### src/rtl/stopwatch_time_counter.sv
// Stopwatch timebase: divides clk into a one-second tick and keeps a mm:ss count
// (00:00..59:59) with start/stop, lap-freeze and synchronous clear control.
module stopwatch_time_counter #(
    parameter int unsigned TICK_DIV = 100_000_000,
    parameter int unsigned PRE_W    = 27
) (
    input  logic       clk,
    input  logic       reset_n,
    input  logic       start_stop,
    input  logic       lap,
    input  logic       clear,
    output logic [5:0] seconds,
    output logic [5:0] minutes,
    output logic       running,
    output logic       lap_active,
    output logic       wrap
);

    typedef enum logic [1:0] {
        ST_IDLE    = 2'd0,
        ST_RUNNING = 2'd1,
        ST_PAUSED  = 2'd2
    } state_t;

    localparam logic [PRE_W-1:0] PRE_MAX   = PRE_W'(TICK_DIV - 32'd1);
    localparam logic [PRE_W-1:0] PRE_ZERO  = {PRE_W{1'b0}};
    localparam logic [PRE_W-1:0] PRE_ONE   = PRE_W'(32'd1);
    localparam logic [5:0]       LAST_UNIT = 6'd59;

    state_t           state_q, state_d;
    logic [PRE_W-1:0] pre_q, pre_d;
    logic [5:0]       sec_q, sec_d;
    logic [5:0]       min_q, min_d;
    logic [5:0]       out_sec_q, out_sec_d;
    logic [5:0]       out_min_q, out_min_d;
    logic             running_q, running_d;
    logic             lap_active_q, lap_active_d;
    logic             wrap_q, wrap_d;
    logic             ss_prev_q;
    logic             lap_prev_q;
    logic             start_edge_s;
    logic             lap_edge_s;
    logic             tick_s;

    // Next-state logic: clear dominates, then run/pause control, lap freeze and the tick.
    always_comb begin
        start_edge_s = start_stop & ~ss_prev_q;
        lap_edge_s   = lap & ~lap_prev_q;
        tick_s       = (state_q == ST_RUNNING) && (pre_q == PRE_MAX);
        state_d      = state_q;
        pre_d        = pre_q;
        sec_d        = sec_q;
        min_d        = min_q;
        out_sec_d    = out_sec_q;
        out_min_d    = out_min_q;
        lap_active_d = lap_active_q;
        wrap_d       = 1'b0;

        if (clear) begin
            state_d      = ST_IDLE;
            pre_d        = PRE_ZERO;
            sec_d        = 6'd0;
            min_d        = 6'd0;
            out_sec_d    = 6'd0;
            out_min_d    = 6'd0;
            lap_active_d = 1'b0;
        end else begin
            case (state_q)
                ST_IDLE:    state_d = start_edge_s ? ST_RUNNING : ST_IDLE;
                ST_RUNNING: state_d = start_edge_s ? ST_PAUSED  : ST_RUNNING;
                ST_PAUSED:  state_d = start_edge_s ? ST_RUNNING : ST_PAUSED;
                default:    state_d = ST_IDLE;
            endcase

            // A pause edge freezes the partial second unless it lands on the tick itself.
            if (state_q == ST_RUNNING) begin
                if (tick_s) begin
                    pre_d = PRE_ZERO;
                end else if (!start_edge_s) begin
                    pre_d = pre_q + PRE_ONE;
                end else begin
                    pre_d = pre_q;
                end
            end else if (state_q == ST_IDLE) begin
                pre_d = PRE_ZERO;
            end else begin
                pre_d = pre_q;
            end

            if (tick_s) begin
                if (sec_q == LAST_UNIT) begin
                    sec_d = 6'd0;
                    if (min_q == LAST_UNIT) begin
                        min_d  = 6'd0;
                        wrap_d = 1'b1;
                    end else begin
                        min_d = min_q + 6'd1;
                    end
                end else begin
                    sec_d = sec_q + 6'd1;
                end
            end else begin
                sec_d = sec_q;
                min_d = min_q;
            end

            if (lap_edge_s && (state_q != ST_IDLE)) begin
                lap_active_d = ~lap_active_q;
            end else begin
                lap_active_d = lap_active_q;
            end

            // While frozen the display keeps the pre-tick value; otherwise it tracks live count.
            if (lap_active_d) begin
                out_sec_d = out_sec_q;
                out_min_d = out_min_q;
            end else begin
                out_sec_d = sec_d;
                out_min_d = min_d;
            end
        end

        running_d = (state_d == ST_RUNNING);
    end

    // State and output registers with asynchronous active-low reset.
    always_ff @(posedge clk or negedge reset_n) begin
        if (!reset_n) begin
            state_q      <= ST_IDLE;
            pre_q        <= PRE_ZERO;
            sec_q        <= 6'd0;
            min_q        <= 6'd0;
            out_sec_q    <= 6'd0;
            out_min_q    <= 6'd0;
            running_q    <= 1'b0;
            lap_active_q <= 1'b0;
            wrap_q       <= 1'b0;
            ss_prev_q    <= 1'b0;
            lap_prev_q   <= 1'b0;
        end else begin
            state_q      <= state_d;
            pre_q        <= pre_d;
            sec_q        <= sec_d;
            min_q        <= min_d;
            out_sec_q    <= out_sec_d;
            out_min_q    <= out_min_d;
            running_q    <= running_d;
            lap_active_q <= lap_active_d;
            wrap_q       <= wrap_d;
            ss_prev_q    <= start_stop;
            lap_prev_q   <= lap;
        end
    end

    assign seconds    = out_sec_q;
    assign minutes    = out_min_q;
    assign running    = running_q;
    assign lap_active = lap_active_q;
    assign wrap       = wrap_q;

endmodule
### config.mk
export PLATFORM = sky130hd
export DESIGN_NAME = stopwatch_time_counter
export DESIGN_NICKNAME = d
export VERILOG_FILES = /design/src/rtl/stopwatch_time_counter.sv
export SDC_FILE = /design/constraint.sdc
export NUM_CORES = 1
export LEC_CHECK = 0
export BUFFER_PORTS_ARGS = -buffer_cell sky130_fd_sc_hd__buf_2
export CAP_MARGIN = 20
export CORE_MARGIN = 2
export CORE_UTILIZATION = 60
export CTS_CLUSTER_DIAMETER = 100
export DETAILED_ROUTE_END_ITERATION = 8
export GPL_TIMING_DRIVEN = 0
export PLACE_DENSITY_LB_ADDON = 0.2
export SYNTH_ARGS = -nofsm -noshare
export SYNTH_HDL_FRONTEND = slang
export SYNTH_SLANG_ARGS = --single-unit
export TNS_END_PERCENT = 1
### constraint.sdc
create_clock -name clk -period 4.8 [get_ports clk]
set_input_delay 0.96 -clock clk [delete_from_list [all_inputs] [get_ports clk]]
set_output_delay 0.96 -clock clk [all_outputs]
set_load 0.01 [all_outputs]
==> results of run 1 <==
==> flip-flops by register name, summed over array words and instances, names as in the netlist <==
name / flops
pre_q: 27
min_q: 6
minutes: 6
sec_q: 6
seconds: 6
state_q: 2
lap_active: 1
lap_prev_q: 1
running: 1
ss_prev_q: 1
wrap: 1
==> logic make-up (layout without fill, tap and decap cells) <==
kind of cell,Yosys count,count (layout),share of synthesized area
buffers and inverters,28,64,0.0368
flip-flops,58,58,0.470
AND/OR/NAND/NOR,151,151,0.284
multiplexers,7,7,0.0235
AO/OA/AOI/OAI,68,68,0.149
adder cells (fa/ha/maj),3,3,0.0121
XOR/XNOR,9,9,0.0255
==> per-stage QoR <==
stage	hold slack (ns)	setup WS, ns	power [W]	cells	utilization
finish	0.540	2.28	0.000990	430	0.691
CTS	0.541	2.29	0.000993	430	0.691
global route	0.576	2.09	0.00102	430	0.691
floorplan	0.465	2.63	0.000539	324	-
detailed placement	0.527	2.14	0.000570	414	0.653
global placement	0.490	2.16	0.000565	413	0.649
==> cells in the final DEF, fill, tap and decap left out, types with 3 or more instances in the layout <==
cell type  synthesis  final
nor3_1            10     10
and3_1             6      6
clkbuf_1          16     16
buf_2              1     20
nand2_1           15     15
clkbuf_8           0     12
nand2b_1           3      3
or4_1              9      9
mux2i_1            5      5
a211oi_1           7      7
dfrtp_1           58     58
nor2b_1            5      5
nand4_1           14     14
o31ai_1           11     11
nor3b_1            4      4
xnor2_1            7      7
and4_1             8      8
nor4_1             6      6
or3_1              5      5
a21oi_1           21     21
a311oi_1           5      5
o21ai_0            4      4
o21ai_1            3      3
nor2_1            42     42
inv_1             10     10
nand3_1           12     12
ha_1               3      3
==> metal layers <==
metal / part of all wire / wire [um] / GRT usage
met4: 0.013 / 95 / 0.138
met5: 0 / 0 / 0
met3: 0.068 / 501 / 0.0569
met2: 0.47 / 3450 / 0.402
met1: 0.45 / 3330 / 0.408
==> power groups by stage <==
| stage | clock, W | sequential [W] | combinational, W |
|---|---|---|---|
| finish | 0.000430 | 0.000501 | 0.0000592 |
| global route | 0.000453 | 0.000502 | 0.0000666 |
| CTS | 0.000432 | 0.000501 | 0.0000599 |
| detailed placement | 0 | 0.000510 | 0.0000596 |
| global placement | 0 | 0.000510 | 0.0000558 |
| floorplan | 0 | 0.000512 | 0.0000270 |
==> worst min path at each step <==
stage                               startpoint                    to  slack, ns  depth (start not counted)
after detailed placement  pre_q[7]$_DFFE_PN0P_  pre_q[7]$_DFFE_PN0P_       0.53                          1
after CTS                 pre_q[7]$_DFFE_PN0P_  pre_q[7]$_DFFE_PN0P_       0.54                          1
final                     pre_q[7]$_DFFE_PN0P_  pre_q[7]$_DFFE_PN0P_       0.54                          1
after floorplan           pre_q[7]$_DFFE_PN0P_  pre_q[7]$_DFFE_PN0P_       0.47                          1
after global routing      pre_q[7]$_DFFE_PN0P_  pre_q[7]$_DFFE_PN0P_       0.58                          1
after global placement    pre_q[7]$_DFFE_PN0P_  pre_q[7]$_DFFE_PN0P_       0.49                          1
==> layout make-up <==
type	instances	area, um2
Sequential cell	58	1450
Buffer	18	76.3
Tap cell	70	87.6
Fill cell	403	1560
Clock buffer	12	165
Inverter	10	37.5
Multi-Input combinational cell	238	1530
Clock inverter	4	25.0
Timing Repair Buffer	20	115
==> flow_summary.yaml, run 1 <==
run_status:
  status: "finished clean"
clock_tree:
  cts_root_buf: "clkbuf_8"
  cts_sinks: 58
  ctsResizeCount: 0
  htreeDepth: 3
  clk_pin_slew_worst_paths_ns: 0.07
  cts_setup_buffers: 0
  clock_latency_ns: 0.35
  cts_buffers: 9
  cts_buffer_depth: 2
  postCtsHoldBufs: 0
  cts_tree: "done"
power_and_ir_drop:
  worst_ir_drop_vdd_v: 0.000223
  power_frac_seq: 0.506
  intPower_w: 0.000741
  p_per_area_nw_per_um2: 284
  p_sw_frac: 0.252
  p_comb_frac: 0.060
  p_sw_w: 0.000249
  pwr-share-clk: 0.434
  p_leak_nw: 1.48
routing:
  drt_first_pass_iters: 4
  routedWlPerCell_um: 17.1
  ant_nets: 0
  drt-initial-drc-count: 332
  viasPerCell: 6.26
  wl_um: 7370
  drc: 0
  vias: 2693
sta:
  tightest_slew_ns: 0.890
  hold_viol: 0
  finalCritPeriodShare: 0.525
  finalSetupViolations: 0
  rsz0062_at_grt: "no"
  slew_headroom: 0.401
  slew_viol_final: 0
  final.setup_skew_ns: 0.0104
  setup_tns_ns: 0
  fmax_mhz: 397
  finalCriticalPeriod_ns: 2.52
logic_synthesis:
  ys_types: 52
  yosys.area.top_type_share: 0.470
  yosys-top-cells-count: "58 x dfrtp_1, 42 x nor2_1, 21 x a21oi_1"
  synth-edff-count: 0
  synth_ff_type: "dfrtp_1"
  ys_seq_area_frac: 0.470
  yosysWarningCount: 0
  synthesis.nets: 332
  yosys.area.top_type: "dfrtp_1"
  synth_most_common_cell: "dfrtp_1"
  synth_cells: 324
  ys_top_cells_by_area: "dfrtp_1 47%, nor2_1 5.1%, a21oi_1 3.4%, nand4_1 2.8%, o31ai_1 2.7%"
  synthArstFlopShare: 1.00
  synth.avg_cell_area_um2: 9.54
  yosys_register_bits: 58
  syn-cell-area_um2: 3090
place:
  gp_congestion: 0.880
  dpl.hpwl_um: 5060
  placed_area_um2: 3290
  io_buffers: 19
cells_and_area:
  diodes: 0
  drive_gt1_frac: 0.125
  nets: 363
  area_growth_pct: 12.7
  fin_area_um2: 3480
global_routing:
  grt-ovfl-total: 0
  antenna_found_initial: 0
  grt_pass1_wl_um: 11700
  grt_max_degree: 34
  first_global_vias: 2448
  grt_use_total: 0.282
setup_path:
  crit_path_max_fanout: 7
  reg2reg_from: "pre_q[0]$_DFFE_PN0P_"
  crit_cells: 8
  critPathMaxStageDelay_ns: 0.58
  required_ns: 5.06
  crit_chain: "ha_1 -> and3_1 -> clkbuf_1 -> and4_1 -> buf_2 -> nand2_1 -> or4b_1 -> a311oi_1"
  cp-end-kind: "flip-flop"
  critical_path.top_delay_family: "simple AND/OR/NAND/NOR gates"
  rr_worst_depth: 8
  arrival_ns: 2.78
  path_buf_inv: 2
  worst_setup_path_start_kind: "flip-flop"
  crit_slowest_cell: "or4b_1"
  r2r_slack_ns: 2.28
  critPathKind: "reg -> reg"
  crit_end: "minutes[0]$_DFFE_PN0N_"
  cp-startpoint: "pre_q[0]$_DFFE_PN0P_"
  r2r_end: "minutes[0]$_DFFE_PN0N_"
die:
  die_w_um: 75.8
  ioPinCount: 20
  dieArea_um2: 5740
  start_util: 0.613
  core-area_um2: 5040
  rows: 26
  die_y_um: 75.8
flow_run:
  max-cap-violations: 0
worst_hold_path:
  hold_path.class: "reg -> reg"
Note: power is estimated with default switching activity, not from simulation.
==> run 2: changes to the inputs <==
Settings changed: ABC_AREA set to 1, CORE_UTILIZATION 60 to 56.
Clock period 4.8 ns to 2.2 ns, I/O delays scaled along.
==> flow_summary.yaml, run 2 <==
run_status:
  status: "finished clean"
routing:
  routedWlPerCell_um: 14.5
  drt_first_pass_iters: 5
  vias: 3693
  routed-wl-met3_um: 506
  m1WireLength_um: 4130
  top_layer: "met4"
  drt-initial-drc-count: 222
  ant_nets: 0
  met2_length_um: 4600
  viasPerCell: 5.51
  wl_um: 9730
  drc: 0
place:
  io_buffers: 18
  gp_congestion: 0.910
  dp_slack_ns: 0.219
  post-place-cells: 654
  dpl.hpwl_um: 7270
logic_synthesis:
  synth_top_family_by_area: "simple AND/OR/NAND/NOR gates"
  yosys-top-cells-count: "194 x nand2_1, 68 x nor2_1, 58 x dfrtp_1"
  syn-cell-area_um2: 3800
  ys_top_cells_by_area: "dfrtp_1 38%, nand2_1 19%, nor2_1 6.7%, nand3_1 6.1%, inv_1 5.5%"
  ys_seq_area_frac: 0.382
  synth_ff_type: "dfrtp_1"
  synth-compound-area-share: 0.0567
  synth_simple_gate_area_frac: 0.461
  yosys.area.top_type: "dfrtp_1"
  yosys.area.top_type_share: 0.382
  synth.avg_cell_area_um2: 6.84
  synth_cells: 555
  synthesis.nets: 563
  synth-edff-count: 0
  yosysWarningCount: 0
  muxShareOfSynthArea: 0
  synth_most_common_cell: "nand2_1"
  synth_adder_area_share: 0.00988
  ys_types: 33
  synth-xor-area-share: 0.00692
  synthArstFlopShare: 1.00
  yosys_register_bits: 58
cells_and_area:
  multi_input_area_um2: 2030
  nets: 593
  final_cells: 670
  regMostFlops: "pre_q"
  fill_cells: 599
  seq_area_um2: 1450
  largest_reg_flops: 27
  final_cell_mix: "194 x nand2_1, 68 x nor2_1, 58 x dfrtp_1"
  diodes: 0
  drive_gt1_frac: 0.139
  area_growth_pct: 12.1
  final_common_cell: "nand2_1"
sta:
  final.setup_skew_ns: 0.00569
  finalCriticalPeriod_ns: 2.02
  hold_viol: 0
  slew_viol_final: 0
  rsz0062_at_grt: "no"
  finalSetupViolations: 0
  worst_slack_ns: 0.179
  setup_tns_ns: 0
  fmax_mhz: 495
  finalCritPeriodShare: 0.919
  slew_headroom: 0.603
  tightest_slew_ns: 0.596
global_routing:
  antenna_found_initial: 0
  grt_max_degree: 35
  grt-ovfl-total: 0
  grt_pass1_wl_um: 16400
  grt_use_total: 0.283
  first_global_vias: 3592
die:
  core-area_um2: 6680
  die_y_um: 86.4
  ioPinCount: 20
  dieArea_um2: 7460
  die_w_um: 86.4
  rows: 30
  start_util: 0.569
setup_path:
  rr_worst_depth: 11
  crit_path_max_fanout: 10
  required_ns: 2.44
  arrival_ns: 2.26
  worst_setup_path_start_kind: "flip-flop"
  cp-end-kind: "flip-flop"
  critPathKind: "reg -> reg"
clock_tree:
  cts_sinks: 58
  cts_root_buf: "clkbuf_8"
  cts_buffers: 9
  clock_latency_ns: 0.35
  cts_buffer_depth: 2
  clk_pin_slew_worst_paths_ns: 0.07
  cts_tree: "done"
  postCtsHoldBufs: 0
  ctsResizeCount: 0
  htreeDepth: 3
  cts_setup_buffers: 0
power_and_ir_drop:
  p_leak_nw: 2.12
  p_per_area_nw_per_um2: 579
  worst_ir_drop_vdd_v: 0.000369
flow_run:
  max-cap-violations: 0
worst_hold_path:
  hold_path.class: "in -> async"
## run 2: worst paths after layout
path	startpoint	to	slack (ns)
worst max-delay path	pre_q[0]$_DFFE_PN0P_	minutes[1]$_DFFE_PN0N_	0.18
min in group clk	lap	lap_prev_q$_DFF_PN0_	0.20
worst max register to register	pre_q[0]$_DFFE_PN0P_	minutes[1]$_DFFE_PN0N_	0.18
worst min-delay path	reset_n	minutes[5]$_DFFE_PN0N_	0.09
worst min register to register	seconds[5]$_DFFE_PN0N_	seconds[5]$_DFFE_PN0N_	0.48
max in group asynchronous	reset_n	pre_q[26]$_DFFE_PN0P_	1.53
## run 2: layout make-up
class | instances | share of cell area
Sequential cell | 58 | 0.341
Buffer | 14 | 0.0220
Multi-Input combinational cell | 424 | 0.477
Inverter | 59 | 0.0520
Clock inverter | 7 | 0.0294
Clock buffer | 9 | 0.0291
Tap cell | 80 | 0.0235
Timing Repair Buffer | 19 | 0.0259
## run 2: metal layers
metal	up-vias	track usage
met4	0	0.183
li1	1835	-
met5	-	0
met1	1709	0.341
met3	37	0.0543
met2	112	0.460
## run 2: critical path: stages (launching register included)
cell	delay (ns)
dfrtp_1	0.44
ha_1	0.29
nand2_2	0.12
nor2_4	0.14
nand2_4	0.12
nor2_4	0.14
nand2_4	0.10
nor2_8	0.14
buf_6	0.18
nand2_2	0.07
nand4_1	0.10
nand2_1	0.06
## run 2: metrics by stage
step	hold slack, ns	power (W)	cell area (um2)	utilization
6_report	0.0870	0.00247	4260	0.637
5_1_grt	0.145	0.00253	4260	0.637
4_1_cts	0.104	0.00248	4260	0.637
3_5_place_dp	0.460	0.00123	4010	0.600
3_3_place_gp	0.459	0.00123	3990	0.597
2_1_floorplan	0.144	0.00117	3800	-
## run 2: cells by family after synthesis
| kind of cell | after synthesis |
|---|---|
| buffers and inverters | 73 |
| DFF | 58 |
| adders and majority gates | 3 |
| and+or+nand+nor | 382 |
| xor gates and xnor gates | 3 |
| AOI/OAI and AO/OA | 36 |
## run 2: power breakdown
group / switching (W) / leakage (nW) / internal [W]
sequential: 0.00000570 / 0.804 / 0.00107
clock: 0.000492 / 0.124 / 0.000762
combinational: 0.000101 / 1.19 / 0.0000313
total: 0.000599 / 2.12 / 0.00187
